[src/rtl/core_pkg.sv]
// rtl/core_pkg.sv - decode types, decode control struct and shared constants for the core
package core_pkg;

    localparam int XLEN     = 32;
    localparam int NUM_REGS = 32;

    localparam logic [31:0] NOP_INST = 32'h0000_0013;
    localparam logic [4:0]  REG_ZERO = 5'd0;

    typedef enum logic [6:0] {
        LUI    = 7'b0110111,
        AUIPC  = 7'b0010111,
        JAL    = 7'b1101111,
        JALR   = 7'b1100111,
        BRANCH = 7'b1100011,
        LOAD   = 7'b0000011,
        STORE  = 7'b0100011,
        I_OP   = 7'b0010011,
        R_OP   = 7'b0110011,
        FENCE  = 7'b0001111,
        SYSCAL = 7'b1110011
    } t_opcode;

    typedef enum logic [2:0] {
        I_TYPE = 3'd0,
        S_TYPE = 3'd1,
        B_TYPE = 3'd2,
        U_TYPE = 3'd3,
        J_TYPE = 3'd4
    } t_immediate;

    // Encoded as {inst[30], funct3} so R/I ops map straight through
    typedef enum logic [3:0] {
        ADD  = 4'b0000,
        SLL  = 4'b0001,
        SLT  = 4'b0010,
        SLTU = 4'b0011,
        XOR  = 4'b0100,
        SRL  = 4'b0101,
        OR   = 4'b0110,
        AND  = 4'b0111,
        SUB  = 4'b1000,
        SRA  = 4'b1101,
        IN_2 = 4'b1111
    } t_alu_op;

    typedef enum logic [2:0] {
        BEQ  = 3'b000,
        BNE  = 3'b001,
        BLT  = 3'b100,
        BGE  = 3'b101,
        BLTU = 3'b110,
        BGEU = 3'b111
    } t_branch_type;

    typedef struct packed {
        t_opcode      opcode;
        t_immediate   imm_type;
        t_alu_op      alu_op;
        t_branch_type br_type;
        logic [4:0]   rd;
        logic [4:0]   rs1;
        logic [4:0]   rs2;
        logic         reg_wr_en;
        logic         mem_rd_en;
        logic         mem_wr_en;
        logic         illegal;
    } t_decode_ctrl;

    function automatic logic is_known_opcode(input logic [6:0] op);
        case (op)
            LUI, AUIPC, JAL, JALR, BRANCH, LOAD, STORE,
            I_OP, R_OP, FENCE, SYSCAL: return 1'b1;
            default:                   return 1'b0;
        endcase
    endfunction

    // A write-back that lands on a source register this cycle; x0 never matches
    function automatic logic wb_match(input logic en, input logic [4:0] wr_idx,
                                      input logic [4:0] rs_idx);
        return en && (wr_idx == rs_idx) && (rs_idx != REG_ZERO);
    endfunction

endpackage

[src/rtl/core_decode_stage_if.sv]
// rtl/core_decode_stage_if.sv - fetch, decode-result and write-back signals of the decode stage
interface core_decode_stage_if;
    import core_pkg::*;

    logic                FetchValidQ101H;
    logic                FetchReadyQ101H;
    logic [XLEN-1:0]     FetchInstQ101H;
    logic [XLEN-1:0]     FetchPcQ101H;
    logic                FlushQ102H;
    logic                DecValidQ102H;
    logic                DecReadyQ103H;
    logic [XLEN-1:0]     DecPcQ102H;
    t_opcode             DecOpcodeQ102H;
    t_immediate          DecImmTypeQ102H;
    logic [XLEN-1:0]     DecImmQ102H;
    t_alu_op             DecAluOpQ102H;
    t_branch_type        DecBrTypeQ102H;
    logic [4:0]          DecRs1Q102H;
    logic [4:0]          DecRs2Q102H;
    logic [4:0]          DecRdQ102H;
    logic [XLEN-1:0]     DecRs1DataQ102H;
    logic [XLEN-1:0]     DecRs2DataQ102H;
    logic                DecRegWrEnQ102H;
    logic                DecMemRdEnQ102H;
    logic                DecMemWrEnQ102H;
    logic                DecIllegalQ102H;
    logic                WbEnQ105H;
    logic [4:0]          WbRdQ105H;
    logic [XLEN-1:0]     WbDataQ105H;

    modport master (
        output FetchValidQ101H, FetchInstQ101H, FetchPcQ101H, FlushQ102H, DecReadyQ103H,
               WbEnQ105H, WbRdQ105H, WbDataQ105H,
        input  FetchReadyQ101H, DecValidQ102H, DecPcQ102H, DecOpcodeQ102H, DecImmTypeQ102H,
               DecImmQ102H, DecAluOpQ102H, DecBrTypeQ102H, DecRs1Q102H, DecRs2Q102H,
               DecRdQ102H, DecRs1DataQ102H, DecRs2DataQ102H, DecRegWrEnQ102H,
               DecMemRdEnQ102H, DecMemWrEnQ102H, DecIllegalQ102H
    );

    modport slave (
        input  FetchValidQ101H, FetchInstQ101H, FetchPcQ101H, FlushQ102H, DecReadyQ103H,
               WbEnQ105H, WbRdQ105H, WbDataQ105H,
        output FetchReadyQ101H, DecValidQ102H, DecPcQ102H, DecOpcodeQ102H, DecImmTypeQ102H,
               DecImmQ102H, DecAluOpQ102H, DecBrTypeQ102H, DecRs1Q102H, DecRs2Q102H,
               DecRdQ102H, DecRs1DataQ102H, DecRs2DataQ102H, DecRegWrEnQ102H,
               DecMemRdEnQ102H, DecMemWrEnQ102H, DecIllegalQ102H
    );

endinterface

[src/rtl/core_rf.sv]
// rtl/core_rf.sv - 32x32 register file, two async read ports, one write port, x0 hard zero
module core_rf
    import core_pkg::*;
(
    input  logic            clk,
    input  logic            rst_n,
    input  logic            wr_en,
    input  logic [4:0]      wr_addr,
    input  logic [XLEN-1:0] wr_data,
    input  logic [4:0]      rd_addr_a,
    output logic [XLEN-1:0] rd_data_a,
    input  logic [4:0]      rd_addr_b,
    output logic [XLEN-1:0] rd_data_b
);

    logic [XLEN-1:0] regs_q [NUM_REGS];
    logic [XLEN-1:0] regs_d [NUM_REGS];

    // Next array contents: one write per cycle, x0 is never stored
    always_comb begin
        regs_d = regs_q;
        if (wr_en && (wr_addr != REG_ZERO)) begin
            regs_d[wr_addr] = wr_data;
        end
    end

    // Register storage
    always_ff @(posedge clk or negedge rst_n) begin
        if (!rst_n) begin
            regs_q <= '{default: '0};
        end else begin
            regs_q <= regs_d;
        end
    end

    assign rd_data_a = (rd_addr_a == REG_ZERO) ? '0 : regs_q[rd_addr_a];
    assign rd_data_b = (rd_addr_b == REG_ZERO) ? '0 : regs_q[rd_addr_b];

endmodule

[src/rtl/core_decode_stage.sv]
// rtl/core_decode_stage.sv - Q102H decode stage; optional illegal-encoding check under CORE_DECODE_ILLEGAL_EN
module core_decode_stage
    import core_pkg::*;
(
    input  logic               Clk,
    input  logic               RstN,
    core_decode_stage_if.slave dec_if
);

    logic            adv;
    logic            load;
    logic [XLEN-1:0] inst;
    logic [2:0]      funct3;
    t_decode_ctrl    ctrl_c;
    logic [XLEN-1:0] imm_c;
    logic [XLEN-1:0] rf_rd_a;
    logic [XLEN-1:0] rf_rd_b;

    logic            valid_q,    valid_d;
    logic [XLEN-1:0] pc_q,       pc_d;
    t_decode_ctrl    ctrl_q,     ctrl_d;
    logic [XLEN-1:0] imm_q,      imm_d;
    logic [XLEN-1:0] rs1_data_q, rs1_data_d;
    logic [XLEN-1:0] rs2_data_q, rs2_data_d;

    assign adv    = !valid_q || dec_if.DecReadyQ103H;
    assign load   = adv && dec_if.FetchValidQ101H && !dec_if.FlushQ102H;
    assign inst   = dec_if.FetchInstQ101H;
    assign funct3 = inst[14:12];

    core_rf u_rf (
        .clk       (Clk),
        .rst_n     (RstN),
        .wr_en     (dec_if.WbEnQ105H),
        .wr_addr   (dec_if.WbRdQ105H),
        .wr_data   (dec_if.WbDataQ105H),
        .rd_addr_a (ctrl_c.rs1),
        .rd_data_a (rf_rd_a),
        .rd_addr_b (ctrl_c.rs2),
        .rd_data_b (rf_rd_b)
    );

    // Decode the incoming instruction word into control fields and immediate
    always_comb begin
        ctrl_c          = '0;
        imm_c           = '0;
        ctrl_c.opcode   = t_opcode'(inst[6:0]);
        ctrl_c.br_type  = t_branch_type'(funct3);
        ctrl_c.rd       = inst[11:7];
        ctrl_c.rs1      = inst[19:15];
        ctrl_c.rs2      = inst[24:20];
        ctrl_c.imm_type = I_TYPE;
        ctrl_c.alu_op   = ADD;
        case (inst[6:0])
            LUI: begin
                ctrl_c.imm_type  = U_TYPE;
                ctrl_c.alu_op    = IN_2;
                ctrl_c.reg_wr_en = 1'b1;
                imm_c            = {inst[31:12], 12'h000};
            end
            AUIPC: begin
                ctrl_c.imm_type  = U_TYPE;
                ctrl_c.reg_wr_en = 1'b1;
                imm_c            = {inst[31:12], 12'h000};
            end
            JAL: begin
                ctrl_c.imm_type  = J_TYPE;
                ctrl_c.reg_wr_en = 1'b1;
                imm_c = {{11{inst[31]}}, inst[31], inst[19:12], inst[20], inst[30:21], 1'b0};
            end
            JALR, LOAD: begin
                ctrl_c.reg_wr_en = 1'b1;
                ctrl_c.mem_rd_en = (inst[6:0] == LOAD);
                imm_c            = {{20{inst[31]}}, inst[31:20]};
            end
            I_OP: begin
                ctrl_c.reg_wr_en = 1'b1;
                ctrl_c.alu_op    = t_alu_op'({(funct3 == 3'b101) ? inst[30] : 1'b0, funct3});
                imm_c            = {{20{inst[31]}}, inst[31:20]};
            end
            R_OP: begin
                ctrl_c.reg_wr_en = 1'b1;
                ctrl_c.alu_op    = t_alu_op'({inst[30], funct3});
            end
            STORE: begin
                ctrl_c.imm_type  = S_TYPE;
                ctrl_c.mem_wr_en = 1'b1;
                imm_c            = {{20{inst[31]}}, inst[31:25], inst[11:7]};
            end
            BRANCH: begin
                ctrl_c.imm_type = B_TYPE;
                ctrl_c.alu_op   = SUB;
                imm_c = {{19{inst[31]}}, inst[31], inst[7], inst[30:25], inst[11:8], 1'b0};
            end
            default: ;
        endcase
        if (ctrl_c.rd == REG_ZERO) begin
            ctrl_c.reg_wr_en = 1'b0;
        end
`ifdef CORE_DECODE_ILLEGAL_EN
        ctrl_c.illegal = (inst[1:0] != 2'b11) || !is_known_opcode(inst[6:0]);
        case (inst[6:0])
            R_OP:   if (!((inst[31:25] == 7'h00) ||
                          ((inst[31:25] == 7'h20) && ((funct3 == 3'b000) || (funct3 == 3'b101)))))
                        ctrl_c.illegal = 1'b1;
            BRANCH: if ((funct3 == 3'b010) || (funct3 == 3'b011)) ctrl_c.illegal = 1'b1;
            LOAD:   if ((funct3 == 3'b011) || (funct3[2:1] == 2'b11)) ctrl_c.illegal = 1'b1;
            STORE:  if (funct3 > 3'b010) ctrl_c.illegal = 1'b1;
            default: ;
        endcase
        // Illegal encodings still decode but must not cause side effects downstream
        if (ctrl_c.illegal) begin
            ctrl_c.reg_wr_en = 1'b0;
            ctrl_c.mem_rd_en = 1'b0;
            ctrl_c.mem_wr_en = 1'b0;
        end
`endif
    end

    // Pipeline register next state: flush beats load, stall holds, held operands track write-back
    always_comb begin
        valid_d    = valid_q;
        pc_d       = pc_q;
        ctrl_d     = ctrl_q;
        imm_d      = imm_q;
        rs1_data_d = rs1_data_q;
        rs2_data_d = rs2_data_q;
        if (dec_if.FlushQ102H) begin
            valid_d = 1'b0;
        end else if (adv) begin
            valid_d = dec_if.FetchValidQ101H;
        end
        if (load) begin
            pc_d       = dec_if.FetchPcQ101H;
            ctrl_d     = ctrl_c;
            imm_d      = imm_c;
            rs1_data_d = wb_match(dec_if.WbEnQ105H, dec_if.WbRdQ105H, ctrl_c.rs1) ?
                         dec_if.WbDataQ105H : rf_rd_a;
            rs2_data_d = wb_match(dec_if.WbEnQ105H, dec_if.WbRdQ105H, ctrl_c.rs2) ?
                         dec_if.WbDataQ105H : rf_rd_b;
        end else begin
            if (wb_match(dec_if.WbEnQ105H, dec_if.WbRdQ105H, ctrl_q.rs1)) rs1_data_d = dec_if.WbDataQ105H;
            if (wb_match(dec_if.WbEnQ105H, dec_if.WbRdQ105H, ctrl_q.rs2)) rs2_data_d = dec_if.WbDataQ105H;
        end
    end

    // Pipeline register
    always_ff @(posedge Clk or negedge RstN) begin
        if (!RstN) begin
            valid_q    <= 1'b0;
            pc_q       <= '0;
            ctrl_q     <= '0;
            imm_q      <= '0;
            rs1_data_q <= '0;
            rs2_data_q <= '0;
        end else begin
            valid_q    <= valid_d;
            pc_q       <= pc_d;
            ctrl_q     <= ctrl_d;
            imm_q      <= imm_d;
            rs1_data_q <= rs1_data_d;
            rs2_data_q <= rs2_data_d;
        end
    end

    assign dec_if.FetchReadyQ101H = adv;
    assign dec_if.DecValidQ102H   = valid_q;
    assign dec_if.DecPcQ102H      = pc_q;
    assign dec_if.DecOpcodeQ102H  = ctrl_q.opcode;
    assign dec_if.DecImmTypeQ102H = ctrl_q.imm_type;
    assign dec_if.DecImmQ102H     = imm_q;
    assign dec_if.DecAluOpQ102H   = ctrl_q.alu_op;
    assign dec_if.DecBrTypeQ102H  = ctrl_q.br_type;
    assign dec_if.DecRs1Q102H     = ctrl_q.rs1;
    assign dec_if.DecRs2Q102H     = ctrl_q.rs2;
    assign dec_if.DecRdQ102H      = ctrl_q.rd;
    assign dec_if.DecRs1DataQ102H = rs1_data_q;
    assign dec_if.DecRs2DataQ102H = rs2_data_q;
    assign dec_if.DecRegWrEnQ102H = ctrl_q.reg_wr_en;
    assign dec_if.DecMemRdEnQ102H = ctrl_q.mem_rd_en;
    assign dec_if.DecMemWrEnQ102H = ctrl_q.mem_wr_en;
    assign dec_if.DecIllegalQ102H = ctrl_q.illegal;

endmodule

[src/flat_wrapper.sv]
// flat-port wrapper written by rule: the top's interface ports become plain ports
module core_decode_stage_flat import core_pkg::*;
  (Clk, RstN, dec_if_FetchValidQ101H, dec_if_FetchInstQ101H, dec_if_FetchPcQ101H, dec_if_FlushQ102H, dec_if_DecReadyQ103H, dec_if_WbEnQ105H, dec_if_WbRdQ105H, dec_if_WbDataQ105H, dec_if_FetchReadyQ101H, dec_if_DecValidQ102H, dec_if_DecPcQ102H, dec_if_DecOpcodeQ102H, dec_if_DecImmTypeQ102H, dec_if_DecImmQ102H, dec_if_DecAluOpQ102H, dec_if_DecBrTypeQ102H, dec_if_DecRs1Q102H, dec_if_DecRs2Q102H, dec_if_DecRdQ102H, dec_if_DecRs1DataQ102H, dec_if_DecRs2DataQ102H, dec_if_DecRegWrEnQ102H, dec_if_DecMemRdEnQ102H, dec_if_DecMemWrEnQ102H, dec_if_DecIllegalQ102H);
  core_decode_stage_if dec_if_i ();
  input  logic Clk;
  input  logic RstN;
  input wire logic [$bits(dec_if_i.FetchValidQ101H)-1:0] dec_if_FetchValidQ101H;
  input wire logic [$bits(dec_if_i.FetchInstQ101H)-1:0] dec_if_FetchInstQ101H;
  input wire logic [$bits(dec_if_i.FetchPcQ101H)-1:0] dec_if_FetchPcQ101H;
  input wire logic [$bits(dec_if_i.FlushQ102H)-1:0] dec_if_FlushQ102H;
  input wire logic [$bits(dec_if_i.DecReadyQ103H)-1:0] dec_if_DecReadyQ103H;
  input wire logic [$bits(dec_if_i.WbEnQ105H)-1:0] dec_if_WbEnQ105H;
  input wire logic [$bits(dec_if_i.WbRdQ105H)-1:0] dec_if_WbRdQ105H;
  input wire logic [$bits(dec_if_i.WbDataQ105H)-1:0] dec_if_WbDataQ105H;
  output wire logic [$bits(dec_if_i.FetchReadyQ101H)-1:0] dec_if_FetchReadyQ101H;
  output wire logic [$bits(dec_if_i.DecValidQ102H)-1:0] dec_if_DecValidQ102H;
  output wire logic [$bits(dec_if_i.DecPcQ102H)-1:0] dec_if_DecPcQ102H;
  output wire logic [$bits(dec_if_i.DecOpcodeQ102H)-1:0] dec_if_DecOpcodeQ102H;
  output wire logic [$bits(dec_if_i.DecImmTypeQ102H)-1:0] dec_if_DecImmTypeQ102H;
  output wire logic [$bits(dec_if_i.DecImmQ102H)-1:0] dec_if_DecImmQ102H;
  output wire logic [$bits(dec_if_i.DecAluOpQ102H)-1:0] dec_if_DecAluOpQ102H;
  output wire logic [$bits(dec_if_i.DecBrTypeQ102H)-1:0] dec_if_DecBrTypeQ102H;
  output wire logic [$bits(dec_if_i.DecRs1Q102H)-1:0] dec_if_DecRs1Q102H;
  output wire logic [$bits(dec_if_i.DecRs2Q102H)-1:0] dec_if_DecRs2Q102H;
  output wire logic [$bits(dec_if_i.DecRdQ102H)-1:0] dec_if_DecRdQ102H;
  output wire logic [$bits(dec_if_i.DecRs1DataQ102H)-1:0] dec_if_DecRs1DataQ102H;
  output wire logic [$bits(dec_if_i.DecRs2DataQ102H)-1:0] dec_if_DecRs2DataQ102H;
  output wire logic [$bits(dec_if_i.DecRegWrEnQ102H)-1:0] dec_if_DecRegWrEnQ102H;
  output wire logic [$bits(dec_if_i.DecMemRdEnQ102H)-1:0] dec_if_DecMemRdEnQ102H;
  output wire logic [$bits(dec_if_i.DecMemWrEnQ102H)-1:0] dec_if_DecMemWrEnQ102H;
  output wire logic [$bits(dec_if_i.DecIllegalQ102H)-1:0] dec_if_DecIllegalQ102H;
  assign dec_if_i.FetchValidQ101H = dec_if_FetchValidQ101H;
  assign dec_if_i.FetchInstQ101H = dec_if_FetchInstQ101H;
  assign dec_if_i.FetchPcQ101H = dec_if_FetchPcQ101H;
  assign dec_if_i.FlushQ102H = dec_if_FlushQ102H;
  assign dec_if_i.DecReadyQ103H = dec_if_DecReadyQ103H;
  assign dec_if_i.WbEnQ105H = dec_if_WbEnQ105H;
  assign dec_if_i.WbRdQ105H = dec_if_WbRdQ105H;
  assign dec_if_i.WbDataQ105H = dec_if_WbDataQ105H;
  assign dec_if_FetchReadyQ101H = dec_if_i.FetchReadyQ101H;
  assign dec_if_DecValidQ102H = dec_if_i.DecValidQ102H;
  assign dec_if_DecPcQ102H = dec_if_i.DecPcQ102H;
  assign dec_if_DecOpcodeQ102H = dec_if_i.DecOpcodeQ102H;
  assign dec_if_DecImmTypeQ102H = dec_if_i.DecImmTypeQ102H;
  assign dec_if_DecImmQ102H = dec_if_i.DecImmQ102H;
  assign dec_if_DecAluOpQ102H = dec_if_i.DecAluOpQ102H;
  assign dec_if_DecBrTypeQ102H = dec_if_i.DecBrTypeQ102H;
  assign dec_if_DecRs1Q102H = dec_if_i.DecRs1Q102H;
  assign dec_if_DecRs2Q102H = dec_if_i.DecRs2Q102H;
  assign dec_if_DecRdQ102H = dec_if_i.DecRdQ102H;
  assign dec_if_DecRs1DataQ102H = dec_if_i.DecRs1DataQ102H;
  assign dec_if_DecRs2DataQ102H = dec_if_i.DecRs2DataQ102H;
  assign dec_if_DecRegWrEnQ102H = dec_if_i.DecRegWrEnQ102H;
  assign dec_if_DecMemRdEnQ102H = dec_if_i.DecMemRdEnQ102H;
  assign dec_if_DecMemWrEnQ102H = dec_if_i.DecMemWrEnQ102H;
  assign dec_if_DecIllegalQ102H = dec_if_i.DecIllegalQ102H;
  core_decode_stage u_core (.Clk(Clk), .RstN(RstN), .dec_if(dec_if_i));
endmodule
[config.mk]
export PLATFORM = sky130hd
export DESIGN_NAME = core_decode_stage_flat
export DESIGN_NICKNAME = d
export VERILOG_FILES = /design/src/rtl/core_pkg.sv /design/src/rtl/core_decode_stage_if.sv /design/src/rtl/core_rf.sv /design/src/rtl/core_decode_stage.sv /design/src/flat_wrapper.sv
export SDC_FILE = /design/constraint.sdc
export NUM_CORES = 2
export LEC_CHECK = 0
export CAP_MARGIN = 30
export CORE_MARGIN = 4
export CORE_UTILIZATION = 54
export DETAILED_ROUTE_END_ITERATION = 7
export GPL_TIMING_DRIVEN = 0
export PLACE_DENSITY = 0.72
export SETUP_SLACK_MARGIN = 0.4
export SYNTH_ARGS = -nofsm -noshare
export SYNTH_HDL_FRONTEND = slang
export SYNTH_SLANG_ARGS = --single-unit
[constraint.sdc]
create_clock -name Clk -period 2.15 [get_ports Clk]
set_input_delay 0.43 -clock Clk [delete_from_list [all_inputs] [get_ports Clk]]
set_output_delay 0.43 -clock Clk [all_outputs]
set_load 0.005 [all_outputs]
# Word level (Yosys, flattened, before mapping)
# Cells that the tools add are included.
# Widths: inputs -> output; s select.
# word_totals
ff_bits	1188
input_bits	107
# op_classes
order_cmp	4
eq_ne	14
mux	27
bitwise_logic	3
reduce_logical	30
# ops
cell	count
$bwmux 1024	1
$mux 32	13
$bmux 32 s5	2
$demux 32 s5	1
$pmux 32 s5	1
$reduce_bool 5->1	5
$eq 7x6->1 const B	3
$eq 7x7->1 const B	3
$eq 5x5->1	4
$ge 6x6->1 const B	3
$not 5->6	3
$pmux 4 s4	1
$logic_not 5->1	3
$eq 7x5->1 const B	2
$logic_and 1x1->1	12
$pmux 3 s4	1
$eq 7x2->1 const B	1
$mux 1	7
$reduce_or 7->1	1
$lt 6x1->1 const B	1
$reduce_bool 2->1	3
$reduce_or 2->1	2
$eq 3x3->1 const B	1
$reduce_or 3->1	1
other kinds (2)	3

# Logic depth before layout (Yosys ltp)
# logic_depth
word_depth	7
mapped_depth	9

# Modules after synthesis
# From an unflattened synthesis, not the netlist that was laid out.
# unflattened
hier_cells	4538
area_unflattened_um2	62077.0
# by_module_without_submodules
mod	n_inst	cells_per_inst	area_each_um2	seq_area_each_um2
core_rf	1	3757	54531.0	25624.6
core_decode_stage	1	781	7546.0	4103.9

# Worst setup path after synthesis
# No wires, ideal clock.
# synth_path
kind	input to register
from	in dec_if_FetchInstQ101H[20]
to	reg u_core.rs2_data_q[20] (netlist: u_core.dec_if.DecRs2DataQ102H[20])
t_arrival_ns	1.913
required_ns	2.013
slack_ns	0.100
path_stages	8
path_cell_list	buf_4 -> buf_6 -> buf_2 -> mux4_2 -> a22oi_1 -> nand2_1 -> nand3b_1 -> o2111ai_1
# synth_via
elab_chain_cells	7
elab_cells_between_ends	12
# synth_rtl
item	line_no	text
from (decl)	flat_wrapper.sv:8	input wire logic [$bits(dec_if_i.FetchInstQ101H)-1:0] dec_if_FetchInstQ101H;
$not 5->6 (implied by the code)	core_rf.sv:37	assign rd_data_b = (rd_addr_b == REG_ZERO) ? '0 : regs_q[rd_addr_b];
$bmux 32 s5	core_rf.sv:37	
$mux 32 (implied by the code) (2 in series)	core_rf.sv:37	
$mux 32	core_rf.sv:37	
$mux 32 *	core_decode_stage.sv:139	rs2_data_d = wb_match(dec_if.WbEnQ105H, dec_if.WbRdQ105H, ctrl_c.rs2) ?
$mux 32 *	core_decode_stage.sv:133	if (load) begin
to (signal assigned)	core_decode_stage.sv:162	rs2_data_q <= rs2_data_d;
to (decl)	core_decode_stage.sv:24	logic [XLEN-1:0] rs2_data_q, rs2_data_d;
# Mark *: on every way between the ends. The rest lies on a longest branch, timed or not. The select of a mux whose other input is x is not followed.
# A chain may end at the register's enable or synchronous reset.

# Worst setup path after layout
# layout_path
from	reg u_core.ctrl_q, in the netlist u_core.dec_if.DecRs1Q102H[0]
to	reg u_core.rs1_data_q[5] (netlist: u_core.dec_if.DecRs1DataQ102H[5])
# layout_via
elab_chain_cells	4
elab_cells_between_ends	5
# layout_rtl
item	line_no	text
from (decl)	core_decode_stage.sv:21	t_decode_ctrl ctrl_q, ctrl_d;
from (signal assigned)	core_decode_stage.sv:159	ctrl_q <= ctrl_d;
$eq 5x5->1	core_pkg.sv:81	return en && (wr_idx == rs_idx) && (rs_idx != REG_ZERO);
$logic_and 1x1->1	core_pkg.sv:81	
$logic_and 1x1->1 *	core_pkg.sv:81	
$reduce_bool 2->1 (no source line) *	-	
to (signal assigned)	core_decode_stage.sv:161	rs1_data_q <= rs1_data_d;
to (decl)	core_decode_stage.sv:23	logic [XLEN-1:0] rs1_data_q, rs1_data_d;
# Mark *: on every way between the ends. The rest lies on a longest branch, timed or not.

==> flow_summary.yaml <==
routing:
  drc_errors: 6
  vias: 48390
  wire_per_inst_um: 36.59
  vias_per_cell: 7.090
  drtAntennaViolNets: 0
  dr.first_iter.drc_count: 7581
  drt_wl_total_um: 249800
  firstDrtPassIters: 8
synth:
  synth_ff_type: "dfrtp_1"
  syn_area_um2: 60480
  synthesis.nets: 4799
  yosys_warnings: 0
  synth_seq_cells: 1188
  synthCells: 4692
  synth.distinct_cells: 66
  avgSynthCellArea_um2: 12.89
  synth-edff-count: 0
  synthArstFlopShare_pct: 100.0
  ys_seq_area_share_pct: 49.15
layout:
  final_nets: 5335
  syn2layout_area_growth_pct: 23.23
  final_layout_size_suffix_gt1_share_pct: 39.71
  fillers: 7988
  design_area_um2: 74530
  postLayoutCoreUtil_pct: 67.16
  regArea_um2: 29770
  multi_input_area_um2: 30200
worst_setup_path:
  reg2reg_depth: 9
  r2r-end: "u_core.dec_if.DecRs1DataQ102H[5]$_DFFE_PN0P_"
  worstReg2RegStart: "u_core.dec_if.DecRs1Q102H[0]$_DFFE_PN0P_"
  crit_path_start_kind: "register"
  cp_max_fo: 5
  cp-end-kind: "register"
  arrival_ps: 2770
  critPathKind: "reg2reg"
  critPathRequiredTime_ps: 2850
  rrSetupSlack_ps: 80
placement:
  place_ws_ps: -1690
  dp_hpwl_um: 177500
  gp_congestion: 1.027
  numPortBuffers: 263
  dpl-instance-area_um2: 67040
clocking:
  cts.sink_count: 1188
  clock_path_buffers: 3
  tritoncts: "yes"
  ctsHoldBuffers: 1
  htreeDepth: 4
  clk_pin_slew_ps: 60
  clkLatencyLatePin_ps: 780
  cts-root-buf: "clkbuf_16"
  numCtsBuffers: 133
sta:
  whs_ps: -538.1
  fin_tns_setup_ps: 0
  min_period_ps: 2073
  worst_slew_pin_slew_ps: 1029
  rsz0062_at_grt: "true"
  finalWorstSetupSlack_ps: 76.79
  hold_viol_final: 182
  setup_viol: 0
  drv_slew: 0
  skew_ps: 36.13
  finalCritPeriodShare_pct: 96.43
  slew_headroom_pct: 31.37
  max_freq_mhz: 482.3
status:
  outcome: "finished with violations"
  violations: "DRC, hold timing"
global_routing:
  grt_usage_pct: 42.19
  grt_pass1_vias: 47920
  grt_overflow_total: 0
  grt_start_max_net_pins: 170
  antenna_found_initial: 7
  grt_first_pass_wirelength_um: 349200
power:
  max-vdd-ir-drop_uv: 727.5
  leakagePower_nw: 33.76
  power.total_mw: 69.35
  power.density_nw_per_um2: 930.5
floorplanning:
  rows: 122
  core-area_um2: 111000
  ios: 273
  die_w_um: 342.7
  start_util_pct: 54.50
  dieArea_um2: 117400
  die_y_um: 342.7
min_path:
  worstHoldPathType: "in2async"
run:
  max-cap-violations: 0
[sequential cells by signal, summed over array words and instances, names as in the netlist]
| register | cells |
|---|---|
| u_core.u_rf.regs_q | 1024 |
| u_core.dec_if.DecImmQ102H | 32 |
| u_core.dec_if.DecPcQ102H | 32 |
| u_core.dec_if.DecRs1DataQ102H | 32 |
| u_core.dec_if.DecRs2DataQ102H | 32 |
| u_core.dec_if.DecOpcodeQ102H | 7 |
| u_core.dec_if.DecRdQ102H | 5 |
| u_core.dec_if.DecRs1Q102H | 5 |
| u_core.dec_if.DecRs2Q102H | 5 |
| u_core.dec_if.DecAluOpQ102H | 4 |
| u_core.dec_if.DecBrTypeQ102H | 3 |
| u_core.dec_if.DecImmTypeQ102H | 3 |
| u_core.dec_if.DecMemRdEnQ102H | 1 |
| u_core.dec_if.DecMemWrEnQ102H | 1 |
| u_core.dec_if.DecRegWrEnQ102H | 1 |
| u_core.dec_if.DecValidQ102H | 1 |
[layout by cell type, fill, tap and decap left out, types with 42 or more instances in the layout]
cell | netlist | final
clkdlybuf4s50_1 | 0 | 88
clkbuf_4 | 0 | 42
mux4_2 | 475 | 475
dlymetal6s2s_1 | 0 | 68
o21ai_0 | 412 | 385
mux2i_1 | 63 | 63
clkbuf_16 | 0 | 152
a22oi_1 | 195 | 172
nand3_1 | 55 | 48
mux2_4 | 0 | 160
clkbuf_1 | 298 | 188
buf_4 | 61 | 116
dfrtp_1 | 1188 | 1153
dlygate4sd2_1 | 0 | 54
clkbuf_2 | 0 | 103
buf_6 | 13 | 80
mux2_2 | 658 | 510
nand2_1 | 739 | 694
buf_8 | 0 | 56
[metal layers]
metal / track usage (%) / share of wire, %
met2: 59.05 / 42
met3: 19.87 / 16
met4: 29.04 / 8.5
met5: 0.2451 / 0.032
met1: 51.88 / 34
[repair_timing]
item	in CTS	in global routing
endpoints found under the setup margin	1736	1558
gates resized for setup	566	359
gates cloned	13	3
buffers inserted	45	44
hold endpoints to repair	183	182
pin swaps	58	38
[synth_stat cells, drive strengths merged (3+ instances only)]
library cell / instances / area, µm²
dfrtp: 1188 / 29730
nand4b: 3 / 26.28
a221oi: 26 / 227.7
xor2: 13 / 113.9
a31oi: 3 / 18.77
buf: 181 / 1126
a22o: 22 / 192.7
xnor2: 7 / 61.31
mux2: 691 / 7781
nand3: 55 / 275.3
o21ai: 412 / 2062
a32oi: 10 / 87.58
o2111ai: 32 / 280.3
clkbuf: 298 / 1119
nor3: 5 / 25.02
nand4: 23 / 143.9
nor4: 4 / 37.53
a211o: 12 / 105.1
nand3b: 35 / 262.8
nand2: 746 / 2818
a221o: 14 / 140.1
a21boi: 4 / 30.03
and2: 6 / 37.54
nor3b: 4 / 45.05
inv: 27 / 101.4
a21oi: 28 / 140.1
a22oi: 195 / 1464
nor2: 49 / 241.5
o221ai: 6 / 52.55
mux2i: 63 / 630.6
mux4: 475 / 10700
o31ai: 4 / 30.03
o21bai: 3 / 22.52
nand2b: 5 / 31.28
a211oi: 5 / 47.54
nor2b: 11 / 68.82
[metrics by stage]
step / std cells / hold WS [ps]
floorplan: 4692 / 134.4
global placement: 6443 / 452.5
detailed placement: 6474 / 230.4
CTS: 6769 / -549.7
global route: 6817 / -535.4
finish: 6825 / -538.1
[layout make-up]
cell class	count	area share, %
multi-input combinational	2997	40.52
sequential	1188	39.95
timing repair buffer	401	5.703
clock buffer	194	5.308
buffer	479	5.063
tap	1488	2.498
clock inverter	42	0.7789
inverter	28	0.1528
antenna	8	0.02686
[power by group]
part	internal, mW	leakage (nW)	switching [mW]	total, mW
logic	8.09	16.2	7.16	15.2
clock network	14.2	2.24	9.76	24.0
registers	26.5	15.3	3.62	30.1
total	48.8	33.8	20.5	69.4
[worst max-delay path by stage]
stage	from	to	slack, ps	cells past startpoint
finish	u_core.dec_if.DecRs1Q102H[0]$_DFFE_PN0P_	u_core.dec_if.DecRs1DataQ102H[5]$_DFFE_PN0P_	80	9
global route	u_core.dec_if.DecRs1Q102H[3]$_DFFE_PN0P_	u_core.dec_if.DecRs1DataQ102H[5]$_DFFE_PN0P_	90	9
CTS	u_core.dec_if.DecRs2DataQ102H[6]$_DFFE_PN0P_	dec_if_DecRs2DataQ102H[6]	40	1
detailed placement	dec_if_FetchInstQ101H[18]	u_core.dec_if.DecRs1DataQ102H[16]$_DFFE_PN0P_	-1690	7
global placement	RstN	u_core.u_rf.regs_q[835]$_DFFE_PN0P_	-53470	1
floorplan	dec_if_FetchInstQ101H[20]	u_core.dec_if.DecRs2DataQ102H[10]$_DFFE_PN0P_	260	7
[critical path: stages, from the launching register on]
cell	delay [ps]
dfrtp_2	440
buf_6	140
xor2_2	140
nor3_2	250
buf_4	150
and4_4	340
buf_6	180
clkbuf_16	160
o21ai_2	60
nand4_1	150
[kinds of logic (layout without fill, tap and decap cells)]
family / count (synthesis) / in the layout / share of synthesized area [%]
buffers and inverters: 507 / 1144 / 3.885
other: 1 / 9 / 0.006200
flip-flops: 1188 / 1188 / 49.15
AND/OR/NAND/NOR: 959 / 959 / 6.800
AO/OA/AOI/OAI: 788 / 788 / 8.271
XOR/XNOR: 20 / 20 / 0.2896
multiplexers: 1229 / 1229 / 31.60
Power figures use the tool's default switching activity.
